===== config.mk =====
export PLATFORM = sky130hd
export DESIGN_NAME = led_bar_timer
export DESIGN_NICKNAME = d
export VERILOG_FILES = /design/src/rtl/led_bar_timer.sv
export SDC_FILE = /design/constraint.sdc
export NUM_CORES = 1
export LEC_CHECK = 0
export ABC_CLOCK_PERIOD_IN_PS = 7600
export CAP_MARGIN = 0
export CORE_AREA = 8 8 157 159
export DETAILED_ROUTE_END_ITERATION = 16
export DIE_AREA = 0 0 165 167
export GPL_ROUTABILITY_DRIVEN = 0
export GPL_TIMING_DRIVEN = 0
export MAX_ROUTING_LAYER = met4
export PLACE_DENSITY = 0.43
export SLEW_MARGIN = 10
export SYNTH_ARGS = -nofsm -noshare
export SYNTH_HDL_FRONTEND = slang
export SYNTH_SLANG_ARGS = --single-unit

===== constraint.sdc =====
create_clock -name clk -period 7.6 [get_ports clk]
set_input_delay 1.14 -clock clk [delete_from_list [all_inputs] [get_ports clk]]
set_output_delay 1.14 -clock clk [all_outputs]
set_load 0.01 [all_outputs]

===== src/rtl/led_bar_timer.sv =====
// Countdown timer driving an N-LED bar display with bar/dot/blink decode,
// pause via En, optional auto-reload and a synchronous reconfiguration load.
module led_bar_timer #(
  parameter int N_LED     = 10,
  parameter int TICK_W    = 26,
  parameter int DEF_TICKS = 50000000
) (
  input  logic              clk,
  input  logic              rst,
  input  logic              En,
  input  logic              Reconfigure,
  input  logic [TICK_W-1:0] cfg_ticks,
  input  logic [1:0]        cfg_mode,
  input  logic              cfg_autoreload,
  output logic [N_LED-1:0]  LED,
  output logic              LED_timeout,
  output logic              busy
);

  localparam int RW = $clog2(N_LED + 1);

  localparam logic [1:0] S_IDLE  = 2'd0;
  localparam logic [1:0] S_RUN   = 2'd1;
  localparam logic [1:0] S_PAUSE = 2'd2;
  localparam logic [1:0] S_DONE  = 2'd3;

  localparam logic [1:0] M_BAR   = 2'd0;
  localparam logic [1:0] M_DOT   = 2'd1;
  localparam logic [1:0] M_BLINK = 2'd2;

  localparam logic [RW-1:0]     REM_FULL   = RW'(N_LED);
  localparam logic [TICK_W-1:0] PERIOD_RST = TICK_W'(DEF_TICKS);

  logic [1:0]        state_q, state_d;
  logic [TICK_W-1:0] tick_cnt_q, tick_cnt_d;
  logic [RW-1:0]     remain_q, remain_d;
  logic [TICK_W-1:0] period_q, period_d;
  logic [1:0]        mode_q, mode_d;
  logic              autoreload_q, autoreload_d;

  logic              advance;
  logic              step_end;

  assign step_end = (tick_cnt_q == period_q - TICK_W'(1));

  // PAUSE->RUN counts on the resume edge so a pause costs exactly its length.
  assign advance = En && ((state_q == S_RUN) || (state_q == S_PAUSE));

  always_comb begin
    state_d      = state_q;
    tick_cnt_d   = tick_cnt_q;
    remain_d     = remain_q;
    period_d     = period_q;
    mode_d       = mode_q;
    autoreload_d = autoreload_q;

    if (Reconfigure) begin
      period_d     = (cfg_ticks == '0) ? TICK_W'(1) : cfg_ticks;
      mode_d       = (cfg_mode == 2'd3) ? M_BAR : cfg_mode;
      autoreload_d = cfg_autoreload;
      state_d      = S_IDLE;
      remain_d     = REM_FULL;
      tick_cnt_d   = '0;
    end else begin
      case (state_q)
        S_IDLE: begin
          if (En) begin
            state_d    = S_RUN;
            remain_d   = REM_FULL;
            tick_cnt_d = '0;
          end
        end
        S_RUN: begin
          if (!En) state_d = S_PAUSE;
        end
        S_PAUSE: begin
          if (En) state_d = S_RUN;
        end
        default: begin
          if (autoreload_q) begin
            state_d    = S_RUN;
            remain_d   = REM_FULL;
            tick_cnt_d = '0;
          end else if (!En) begin
            state_d    = S_IDLE;
            remain_d   = REM_FULL;
            tick_cnt_d = '0;
          end
        end
      endcase

      if (advance) begin
        if (step_end) begin
          tick_cnt_d = '0;
          remain_d   = remain_q - RW'(1);
          if (remain_q == RW'(1)) state_d = S_DONE;
        end else begin
          tick_cnt_d = tick_cnt_q + TICK_W'(1);
        end
      end
    end
  end

  always_ff @(posedge clk or negedge rst) begin
    if (!rst) begin
      state_q      <= S_IDLE;
      tick_cnt_q   <= '0;
      remain_q     <= REM_FULL;
      period_q     <= PERIOD_RST;
      mode_q       <= M_BAR;
      autoreload_q <= 1'b0;
    end else begin
      state_q      <= state_d;
      tick_cnt_q   <= tick_cnt_d;
      remain_q     <= remain_d;
      period_q     <= period_d;
      mode_q       <= mode_d;
      autoreload_q <= autoreload_d;
    end
  end

  logic [N_LED-1:0] bar_pat;
  logic [N_LED-1:0] top_pat;
  logic [N_LED-1:0] led_pat;
  logic             phase;

  // Decode reads registers only, so LED has no combinational path from inputs.
  always_comb begin
    bar_pat = '0;
    top_pat = '0;
    for (int i = 0; i < N_LED; i++) begin
      bar_pat[i] = (RW'(i) < remain_q);
      top_pat[i] = (RW'(i + 1) == remain_q);
    end
    phase = (tick_cnt_q >= (period_q >> 1));
    case (mode_q)
      M_DOT:   led_pat = top_pat;
      M_BLINK: led_pat = bar_pat & ~(top_pat & {N_LED{~phase}});
      default: led_pat = bar_pat;
    endcase
  end

  assign busy        = (state_q == S_RUN) || (state_q == S_PAUSE);
  assign LED_timeout = (state_q == S_DONE);
  assign LED         = busy ? led_pat : '0;

endmodule


# --- Word-level counts from Yosys, hierarchy flattened ---
# Cells that the tools add are included.
totals:
  ff_bits: 61
  inputBits: 33
  out_inout_bits: 12
  elab_cells: 79
op_classes:
  add_sub_neg: 3
  magnitude_cmp: 11
  n_eq_ne: 21
  mux: 27
  bitwise_logic: 4
  n_reduce_logical: 7
op_table:
  columns: ["op", "n"]
  rows:
  - ["26-bit 2-to-1 mux", 7]
  - ["26-bit case mux with 2 select lines", 1]
  - ["26-bit by 1-bit adder with 26-bit output (second input constant)", 1]
  - ["26-bit equality test", 1]
  - ["26-bit by 25-bit >= comparator with 1-bit output", 1]
  - ["26-bit zero test", 1]
  - ["26-bit by 1-bit subtractor with 26-bit output (second input constant)", 1]
  - ["4-bit 2-to-1 mux", 6]
  - ["10-bit AND", 2]
  - ["10-bit case mux with 2 select lines", 1]
  - ["2-bit 2-to-1 mux", 9]
  - ["3-bit by 4-bit equality test with 1-bit output (first input constant)", 4]
  - ["3-bit by 4-bit less-than comparator with 1-bit output (first input constant)", 4]
  - ["4-bit equality test (first input constant)", 3]
  - ["10-bit 2-to-1 mux", 1]
  - ["10-bit NOT", 1]
  - ["2-bit equality test (second input constant)", 4]
  - ["2-bit by 4-bit equality test with 1-bit output (first input constant)", 2]
  - ["1-bit by 4-bit less-than comparator with 1-bit output (first input constant)", 2]
  - ["2-bit by 4-bit less-than comparator with 1-bit output (first input constant)", 2]
  - ["4-bit less-than comparator (first input constant)", 2]
  - ["4-bit case mux with 2 select lines", 1]
  - ["5-bit by 1-bit != test with 1-bit output (second input constant)", 1]
  - ["1-bit by 4-bit equality test with 1-bit output (first input constant)", 1]
  - ["12 further kinds", 14]

# --- Logic depth before layout (Yosys ltp) ---
# Gate-level depths: netlist of the first run.
logic_depth:
  ltp_word: 7
  depth_mapped: 12
  ltp_nobuf: 10

# --- Worst setup path after synthesis of the first run ---
# Ideal clock, no wire load.
synth_path:
  path_type: "flip-flop to output port"
  from: "register period_q[12]"
  to: "output port LED[3]"
  t_arrival_ns: 2.992
  required_time_ns: 6.460
  setup_slack_ns: 3.468
  stages_incl_launch_ff: 11
  cell_sequence: "dfstp_2 inv_1 ha_1 a21o_1 a21o_1 a21oi_1 o211ai_1 nor2_1 a2111oi_0 nor2_1 nor4b_1"
synth_between:
  elab_chain_len: 7
synth_lines:
  columns: ["item", "line_no", "rtl"]
  rows:
  - ["start, declared", "37", "logic [TICK_W-1:0] period_q, period_d;"]
  - ["start signal, assigned", "116", "period_q <= period_d;"]
  - ["26-bit by 25-bit >= comparator with 1-bit output", "135", "phase = (tick_cnt_q >= (period_q >> 1));"]
  - ["1-bit NOT", "138", "M_BLINK: led_pat = bar_pat & ~(top_pat & {N_LED{~phase}});"]
  - ["10-bit AND", "138", null]
  - ["10-bit NOT", "138", null]
  - ["10-bit AND", "138", null]
  - ["10-bit case mux with 2 select lines", "136", "case (mode_q)"]
  - ["10-bit 2-to-1 mux", "145", "assign LED = busy ? led_pat : '0;"]
  - ["end, declared", "15", "output logic [N_LED-1:0] LED,"]
# Every way passes these cells.

# --- Final worst setup path of the first run ---
layout_path:
  from: "register period_q[8]"
  to: "output port LED[3]"
# Same word-level chain as after synthesis.

==> flow_results.xml, run 1 <==
<?xml version="1.0" encoding="UTF-8"?>
<metrics>
  <group name="outcome">
    <metric name="outcome" unit="">complete, no violations</metric>
  </group>
  <group name="critical_path">
    <metric name="type_of_the_worst_setup_path" unit="">flip-flop to output pin</metric>
    <metric name="critical_path_capture_point_type" unit="">output pin</metric>
    <metric name="top_fanout_value_on_the_critical_path" unit="">8</metric>
    <metric name="path_common_cell" unit="">sky130_fd_sc_hd__nor2_1</metric>
    <metric name="required" unit="ps">6460</metric>
    <metric name="timing.critical_path.slowest_cell_delay" unit="ps">610</metric>
    <metric name="cp_data_arrival_time" unit="ps">3650</metric>
    <metric name="critical_path.cell_chain" unit="">inv_1 &gt; ha_1 &gt; nand3_1 &gt; nor3_1 &gt; a21oi_1 &gt; o211ai_1 &gt; nor2_1 &gt; a2111oi_2 &gt; buf_4 &gt; nor2_1 &gt; nor4b_1 &gt; clkdlybuf4s50_1</metric>
    <metric name="startpoint_types" unit="">flip-flop</metric>
    <metric name="slowest_stage_cell_cp" unit="">sky130_fd_sc_hd__clkdlybuf4s50_1</metric>
  </group>
  <group name="logic_synthesis">
    <metric name="synth_edf_count" unit="">0</metric>
    <metric name="syn_inst" unit="">688</metric>
    <metric name="netlist.area_leader.share" unit="%">21.6</metric>
    <metric name="synthesis.yosys.warnings" unit="">0</metric>
    <metric name="largest_family_of_logic_cells_by_synthesized_area" unit="">simple AND/OR/NAND/NOR gates</metric>
    <metric name="post_synth_mux_area_share" unit="%">2.97</metric>
    <metric name="post_synth_and_or_nand_nor_area_fraction" unit="%">29.4</metric>
    <metric name="synthXorXnorAreaFrac" unit="%">4.83</metric>
    <metric name="synth_adder_area_share" unit="%">8.97</metric>
    <metric name="synth.yosys.seq_area_share" unit="%">28.4</metric>
    <metric name="synthDistinctLibCells" unit="">72</metric>
    <metric name="async_reset_ff_share" unit="%">100</metric>
    <metric name="synth.net_count" unit="">760</metric>
    <metric name="synth_compound_gate_area_share" unit="%">19.2</metric>
    <metric name="synth_area_leader_cell" unit="">sky130_fd_sc_hd__dfrtp_1</metric>
    <metric name="synth.area.top_cells" unit="">sky130_fd_sc_hd__dfrtp_1 (22%), sky130_fd_sc_hd__ha_1 (9.0%), sky130_fd_sc_hd__dfstp_2 (6.8%)</metric>
    <metric name="ys_seq_elements" unit="">61</metric>
    <metric name="yosys_most_used_dff" unit="">sky130_fd_sc_hd__dfrtp_1</metric>
    <metric name="post_synth.cell_area_avg" unit="um^2">7.91</metric>
    <metric name="synth.cell_area" unit="mm^2">0.00544</metric>
  </group>
  <group name="layout">
    <metric name="final_layout_size_suffix_gt1_share" unit="%">7.22</metric>
    <metric name="diodes" unit="">0</metric>
    <metric name="area_delta_synth_final" unit="%">20.8</metric>
    <metric name="final-seq-area" unit="mm^2">0.00154</metric>
    <metric name="multi_input_area" unit="mm^2">0.00356</metric>
    <metric name="fillCellCount" unit="">2405</metric>
    <metric name="num-nets-final" unit="">816</metric>
    <metric name="finish.cell_count_without_fillers" unit="">1033</metric>
    <metric name="final_area" unit="mm^2">0.00657</metric>
  </group>
  <group name="clocking">
    <metric name="post_cts_buffers" unit="">0</metric>
    <metric name="cts_sinks" unit="">61</metric>
    <metric name="ctsLongestPathBuffers" unit="">2</metric>
    <metric name="cts_repair_resize_count" unit="">0</metric>
    <metric name="clk-insertion-delay-late" unit="ps">340</metric>
    <metric name="ctsHoldBuffers" unit="">0</metric>
    <metric name="clkSlewWorstSetupHoldPaths" unit="ps">50</metric>
    <metric name="tritoncts.num_buffers" unit="">9</metric>
    <metric name="clock_tree_from_tritoncts" unit="">yes</metric>
    <metric name="clk_root_buffer_cell" unit="">sky130_fd_sc_hd__clkbuf_16</metric>
    <metric name="htree_num_levels" unit="">3</metric>
  </group>
  <group name="sta">
    <metric name="worst_slew_margin_rel" unit="%">35.0</metric>
    <metric name="tightestPinTransition" unit="ps">951</metric>
    <metric name="timing.setup.tns" unit="ps">0</metric>
    <metric name="timing.final.crit_period" unit="ps">4790</metric>
    <metric name="finalSetupViolCount" unit="">0</metric>
    <metric name="rsz_0062_raised_after_global_routing" unit="">false</metric>
    <metric name="clock-skew-final" unit="ps">7.64</metric>
    <metric name="finalHoldViolations" unit="">0</metric>
    <metric name="maximum_clock_frequency" unit="MHz">209</metric>
    <metric name="drv_slew" unit="">0</metric>
    <metric name="final_min_period_over_clock_period" unit="%">63.1</metric>
  </group>
  <group name="floorplan">
    <metric name="design.core.area" unit="mm^2">0.0222</metric>
    <metric name="die_x" unit="um">165</metric>
    <metric name="initial_utilization" unit="%">24.5</metric>
    <metric name="pin_count" unit="">45</metric>
    <metric name="core.rowCount" unit="">55</metric>
    <metric name="fp.dieArea" unit="mm^2">0.0276</metric>
    <metric name="die_y" unit="um">167</metric>
  </group>
  <group name="global_routing">
    <metric name="overflow" unit="">0</metric>
    <metric name="grt_antenna_before_repair" unit="">0</metric>
    <metric name="first_pass_grt_wire_length" unit="um">30100</metric>
    <metric name="grt_pass1_vias" unit="">5348</metric>
    <metric name="grt_usage" unit="%">14.2</metric>
    <metric name="maximum_number_of_pins_on_one_net_before_global_route_repair" unit="">41</metric>
  </group>
  <group name="pwr">
    <metric name="seqPwrFrac" unit="%">34.9</metric>
    <metric name="power-per-cell-area" unit="mW/mm^2">163</metric>
    <metric name="power_leakage" unit="nW">2.51</metric>
    <metric name="power.combinational.fraction" unit="%">24.8</metric>
    <metric name="clock_power_share" unit="%">40.3</metric>
    <metric name="ir_drop" unit="mV">0.0877</metric>
    <metric name="total_switching_power" unit="uW">334</metric>
    <metric name="power_internal" unit="uW">736</metric>
    <metric name="switching_share" unit="%">31.2</metric>
  </group>
  <group name="route">
    <metric name="met2RoutedLength" unit="um">9080</metric>
    <metric name="drtIter0Drc" unit="">254</metric>
    <metric name="routed_via_density" unit="">5.20</metric>
    <metric name="postRouteWirelength" unit="um">18800</metric>
    <metric name="drt_first_pass_iters" unit="">5</metric>
    <metric name="top_signal_layer_used" unit="">met4</metric>
    <metric name="detailed_route_via_count" unit="">5368</metric>
    <metric name="final_antenna_net_count" unit="">0</metric>
    <metric name="met3_wirelength_from_detailed_routing" unit="um">617</metric>
    <metric name="detail_route.wirelength.met1" unit="um">8820</metric>
    <metric name="routed_wire_per_std_cell" unit="um">18.2</metric>
    <metric name="remaining_drc_errors" unit="">0</metric>
  </group>
  <group name="job">
    <metric name="cap_viol_max_count" unit="">0</metric>
  </group>
  <group name="placed_design">
    <metric name="place_area" unit="mm^2">0.00627</metric>
    <metric name="port_buffers" unit="">43</metric>
    <metric name="hpwl" unit="um">14600</metric>
    <metric name="dp.cells" unit="">1018</metric>
  </group>
  <group name="min_path">
    <metric name="timing.hold.worst.class" unit="">flip-flop to flip-flop</metric>
  </group>
</metrics>
-- registers in the layout, indices dropped and copies added (netlist names) --
name and flops:
remain_q 4, mode_q 2, tick_cnt_q 26, autoreload_q 1
period_q 26, state_q 2
-- layout make-up --
| type | instances | share of cell area, % |
|---|---|---|
| Multi-Input combinational cell | 543 | 54.2 |
| Sequential cell | 61 | 23.5 |
| Timing Repair Buffer | 45 | 7.04 |
| Tap cell | 285 | 5.43 |
| Clock buffer | 14 | 4.17 |
| Inverter | 48 | 2.74 |
| Buffer | 36 | 2.44 |
| Clock inverter | 1 | 0.457 |
-- worst paths after layout --
kind	cells after the start	slack, ps	from	endpoint
setup / recovery	12	2810	period_q[8]	LED[3]
hold / removal	2	530	period_q[13]	period_q[13]
hold reg to reg	2	530	period_q[13]	period_q[13]
max in group asynchronous	2	6300	rst	period_q[14]
setup reg to reg	11	3890	period_q[1]	tick_cnt_q[20]
min in group asynchronous	1	700	rst	tick_cnt_q[1]
-- power groups by stage --
stage	clock, mW	combinational [mW]	sequential [mW]
after floorplan	0	0.165	0.370
after global placement	0	0.265	0.379
after detailed placement	0	0.264	0.379
after CTS	0.443	0.266	0.374
after global routing	0.457	0.294	0.377
final	0.431	0.265	0.374
-- logic make-up after synthesis --
family / Yosys count
mux: 16
buf+inv: 84
simple gates: 300
compound gates: 158
xor+xnor: 30
flops: 61
fa+ha+maj: 39
-- per-layer routing --
layer,up-vias,track usage (%)
met2,105,22.7
met1,2594,18.5
met5,-,-
met3,18,2.32
li1,2651,-
met4,0,3.33
-- synth_stat cells, drive strengths merged, types with 8 or more instances --
master,instances
a31oi,23
mux2i,15
nor3,25
buf,8
xor2,11
nand2,78
inv,48
a21oi,14
ha,39
o211ai,8
nand3,50
o22ai,10
or3,8
dfstp,14
nand4,27
clkbuf,28
dfrtp,47
nor2,47
o21ai,54
nor4,15
xnor2,19
-- metrics by stage --
step | power, mW | util [%] | hold WS (ps) | setup WS [ps]
CTS | 1.08 | 29.6 | 538 | 2690
finish | 1.07 | 29.6 | 531 | 2810
global route | 1.13 | 29.6 | 559 | 2520
floorplan | 0.535 | - | 479 | 3470
detailed placement | 0.643 | 28.2 | 529 | 3100
global placement | 0.645 | 28.0 | 520 | 1340
-- layout by cell type (no fill, tap or decap), drive strengths merged, types with 3 or more instances in the layout --
master          n
nand2          78
o21ai          54
nand3          50
inv            48
nor2           47
dfrtp          47
clkdlybuf4s50  42
clkbuf         42
ha             39
nand4          27
nor3           25
a31oi          23
xnor2          19
mux2i          15
nor4           15
a21oi          14
dfstp          14
xor2           11
buf            11
o22ai          10
or3             8
o211ai          8
nor2b           7
a211oi          7
a21o            6
and3            6
and4            6
a2111oi         6
and2            5
nand4b          4
o21a            4
nand3b          4
nor3b           4
or2             3
or4             3
nor4b           3
-- worst max-delay path, delay by kind of cell (launching register included) --
kind	cells	cell delay (ps)
flip-flops	1	510
AO/OA/AOI/OAI	3	590
adder cells (fa/ha/maj)	1	340
buffers and inverters	3	990
AND/OR/NAND/NOR	5	880
Note: power is estimated with default switching activity, not from simulation.
==> run 2, diff against run 1 <==
--- a/config.mk
+++ b/config.mk
@@ -5,7 +5,7 @@
 export SDC_FILE = /design/constraint.sdc
 export NUM_CORES = 1
 export LEC_CHECK = 0
-export ABC_CLOCK_PERIOD_IN_PS = 7600
+export ABC_CLOCK_PERIOD_IN_PS = 4100
 export CAP_MARGIN = 0
 export CORE_AREA = 8 8 157 159
 export DETAILED_ROUTE_END_ITERATION = 16
@@ -13,7 +13,7 @@
 export GPL_ROUTABILITY_DRIVEN = 0
 export GPL_TIMING_DRIVEN = 0
 export MAX_ROUTING_LAYER = met4
-export PLACE_DENSITY = 0.43
+export PLACE_DENSITY = 0.44
 export SLEW_MARGIN = 10
 export SYNTH_ARGS = -nofsm -noshare
 export SYNTH_HDL_FRONTEND = slang
==> constraint.sdc (replaced) <==
create_clock -name clk -period 4.1 [get_ports clk]
set_input_delay 0.615 -clock clk [delete_from_list [all_inputs] [get_ports clk]]
set_output_delay 0.615 -clock clk [all_outputs]
set_load 0.01 [all_outputs]
==> run 2 against run 1 <==
  * Total power grew 84%
  * First-iteration DRC count grew 21%
  * Register-to-register slack lost 3500 ps
  * Highest routed layer unchanged
  * Largest power group unchanged
  * Core utilization grew 0.12 points
  * Clock power grew 82%
==> flow_results.xml, run 2 (synthesis results as in run 1) <==
<?xml version="1.0" encoding="UTF-8"?>
<metrics>
  <group name="outcome">
    <metric name="outcome" unit="">complete, no violations</metric>
  </group>
  <group name="sta">
    <metric name="timing.setup.tns" unit="ps">0</metric>
    <metric name="layout_setup_ws" unit="ps">199</metric>
    <metric name="worst_slew_margin_rel" unit="%">28.0</metric>
    <metric name="clock-skew-final" unit="ps">10.4</metric>
    <metric name="tightestPinTransition" unit="ps">1050</metric>
    <metric name="finalSetupViolCount" unit="">0</metric>
    <metric name="finalHoldViolations" unit="">0</metric>
    <metric name="rsz_0062_raised_after_global_routing" unit="">true</metric>
    <metric name="final_min_period_over_clock_period" unit="%">95.1</metric>
    <metric name="timing.final.crit_period" unit="ps">3900</metric>
    <metric name="drv_slew" unit="">0</metric>
    <metric name="maximum_clock_frequency" unit="MHz">256</metric>
  </group>
  <group name="critical_path">
    <metric name="timing.reg2reg.worst_path_depth" unit="">11</metric>
    <metric name="crit_cells" unit="">12</metric>
    <metric name="slowest_stage_cell_cp" unit="">sky130_fd_sc_hd__dfstp_2</metric>
    <metric name="combined_buffer_and_inverter_count_along_the_critical_path" unit="">3</metric>
    <metric name="required" unit="ps">3480</metric>
    <metric name="cp_data_arrival_time" unit="ps">3290</metric>
    <metric name="worst_path_dominant_cell_family" unit="">buffers and inverters</metric>
    <metric name="top_fanout_value_on_the_critical_path" unit="">5</metric>
    <metric name="critical_path_capture_point_type" unit="">output pin</metric>
    <metric name="startpoint_types" unit="">flip-flop</metric>
    <metric name="type_of_the_worst_setup_path" unit="">flip-flop to output pin</metric>
    <metric name="critical_path.cell_chain" unit="">inv_1 &gt; ha_1 &gt; nand4_1 &gt; nor3_2 &gt; a21oi_1 &gt; o211ai_1 &gt; nor2_1 &gt; a2111oi_2 &gt; buf_4 &gt; o2111ai_1 &gt; nand2_1 &gt; clkdlybuf4s50_1</metric>
    <metric name="timing.critical_path.slowest_cell_delay" unit="ps">580</metric>
  </group>
  <group name="global_routing">
    <metric name="grt_pass1_vias" unit="">5372</metric>
    <metric name="grt_usage" unit="%">14.0</metric>
    <metric name="first_pass_grt_wire_length" unit="um">29900</metric>
    <metric name="maximum_number_of_pins_on_one_net_before_global_route_repair" unit="">33</metric>
    <metric name="overflow" unit="">0</metric>
    <metric name="grt_antenna_before_repair" unit="">0</metric>
  </group>
  <group name="placed_design">
    <metric name="hpwl" unit="um">14500</metric>
    <metric name="place_area" unit="mm^2">0.00626</metric>
    <metric name="pre_cts_slack" unit="ps">139</metric>
    <metric name="port_buffers" unit="">43</metric>
  </group>
  <group name="pwr">
    <metric name="clock_power_share" unit="%">39.9</metric>
    <metric name="power.combinational.fraction" unit="%">25.0</metric>
    <metric name="ir_drop" unit="mV">0.173</metric>
    <metric name="total_switching_power" unit="uW">636</metric>
    <metric name="switching_share" unit="%">32.4</metric>
    <metric name="power_leakage" unit="nW">2.60</metric>
    <metric name="p_total" unit="mW">1.97</metric>
    <metric name="power-per-cell-area" unit="mW/mm^2">298</metric>
    <metric name="seqPwrFrac" unit="%">35.1</metric>
    <metric name="power_internal" unit="mW">1.33</metric>
  </group>
  <group name="route">
    <metric name="routed_via_density" unit="">5.18</metric>
    <metric name="final_antenna_net_count" unit="">0</metric>
    <metric name="drt_first_pass_iters" unit="">5</metric>
    <metric name="postRouteWirelength" unit="um">18700</metric>
    <metric name="remaining_drc_errors" unit="">0</metric>
    <metric name="drtIter0Drc" unit="">308</metric>
    <metric name="detailed_route_via_count" unit="">5368</metric>
    <metric name="routed_wire_per_std_cell" unit="um">18.0</metric>
  </group>
  <group name="clocking">
    <metric name="ctsLongestPathBuffers" unit="">2</metric>
    <metric name="htree_num_levels" unit="">3</metric>
    <metric name="clkSlewWorstSetupHoldPaths" unit="ps">60</metric>
    <metric name="tritoncts.num_buffers" unit="">9</metric>
    <metric name="clock_tree_from_tritoncts" unit="">yes</metric>
    <metric name="cts_sinks" unit="">61</metric>
    <metric name="clk-insertion-delay-late" unit="ps">350</metric>
    <metric name="clk_root_buffer_cell" unit="">sky130_fd_sc_hd__clkbuf_16</metric>
    <metric name="ctsHoldBuffers" unit="">0</metric>
  </group>
  <group name="floorplan">
    <metric name="die_y" unit="um">167</metric>
    <metric name="initial_utilization" unit="%">24.5</metric>
    <metric name="pin_count" unit="">45</metric>
    <metric name="die_x" unit="um">165</metric>
    <metric name="fp.dieArea" unit="mm^2">0.0276</metric>
    <metric name="core.rowCount" unit="">55</metric>
    <metric name="design.core.area" unit="mm^2">0.0222</metric>
  </group>
  <group name="layout">
    <metric name="final_util" unit="%">29.7</metric>
    <metric name="area_delta_synth_final" unit="%">21.3</metric>
    <metric name="diodes" unit="">0</metric>
    <metric name="leading_cell_type_in_the_layout_fill_and_taps_excluded" unit="">sky130_fd_sc_hd__nand2_1</metric>
    <metric name="most-common-layout-cells" unit="">sky130_fd_sc_hd__nand2_1 (78), sky130_fd_sc_hd__o21ai_0 (52), sky130_fd_sc_hd__nand3_1 (50)</metric>
    <metric name="final_layout_size_suffix_gt1_share" unit="%">8.51</metric>
    <metric name="num-nets-final" unit="">819</metric>
    <metric name="largestRegisters" unit="">period_q x26, tick_cnt_q x26, remain_q x4</metric>
    <metric name="final_area" unit="mm^2">0.00660</metric>
  </group>
  <group name="job">
    <metric name="cap_viol_max_count" unit="">0</metric>
  </group>
  <group name="min_path">
    <metric name="timing.hold.worst.class" unit="">input pin to asynchronous set/reset pin</metric>
  </group>
</metrics>
==> run 2: changes by cell type in the layout (fill, tap and decap cells not counted), sizes merged <==
cell           delta
clkdlybuf4s50     -7
buf               +3
dlymetal6s2s      +5
clkbuf            -2
clkinv            +2
dlygate4sd2       +2
clkinvlp          +1
==> run 2: worst paths after layout <==
path / start / to / slack [ps]
max reg2reg: period_q[1] / tick_cnt_q[19] / 440
min reg2reg: period_q[22] / period_q[22] / 520
min in group clk: period_q[22] / period_q[22] / 520
min: rst / tick_cnt_q[1] / 210
max in group asynchronous: rst / period_q[21] / 3280
max: period_q[7] / LED[2] / 200
==> run 2: stage by stage <==
stage | hold WS [ps] | cells
CTS | 231 | 1034
global placement | 509 | 1016
floorplan | 319 | 688
global route | 247 | 1037
detailed placement | 516 | 1018
finish | 212 | 1037
==> run 2: final cells by class <==
type,count,area (um^2)
Inverter,48,180
Fill cell,2454,15600
Buffer,36,160
Multi-Input combinational cell,543,3570
Clock inverter,4,47.5
Tap cell,285,357
Sequential cell,61,1550
Timing Repair Buffer,48,488
Clock buffer,12,246
==> run 2: what timing repair did <==
action	4_1_cts	5_1_grt
setup buffers	0	3
endpoints found under the setup margin	10	8
resized for setup	7	7
pin swaps	0	1
gates cloned	0	0
==> run 2: metal layers <==
layer	vias up	share of wire (%)	track usage (%)
li1	2664	-	-
met2	110	47	21.9
met5	-	0	-
met4	0	2.1	4.39
met1	2568	47	18.1
met3	26	3.3	2.42
==> run 2: power by group through the flow <==
stage / Sequential [mW] / Combinational (mW) / Clock, mW
after floorplan: 0.686 / 0.306 / 0
after global placement: 0.703 / 0.491 / 0
after detailed placement: 0.702 / 0.489 / 0
after CTS: 0.693 / 0.490 / 0.805
after global routing: 0.695 / 0.548 / 0.832
final: 0.689 / 0.492 / 0.785
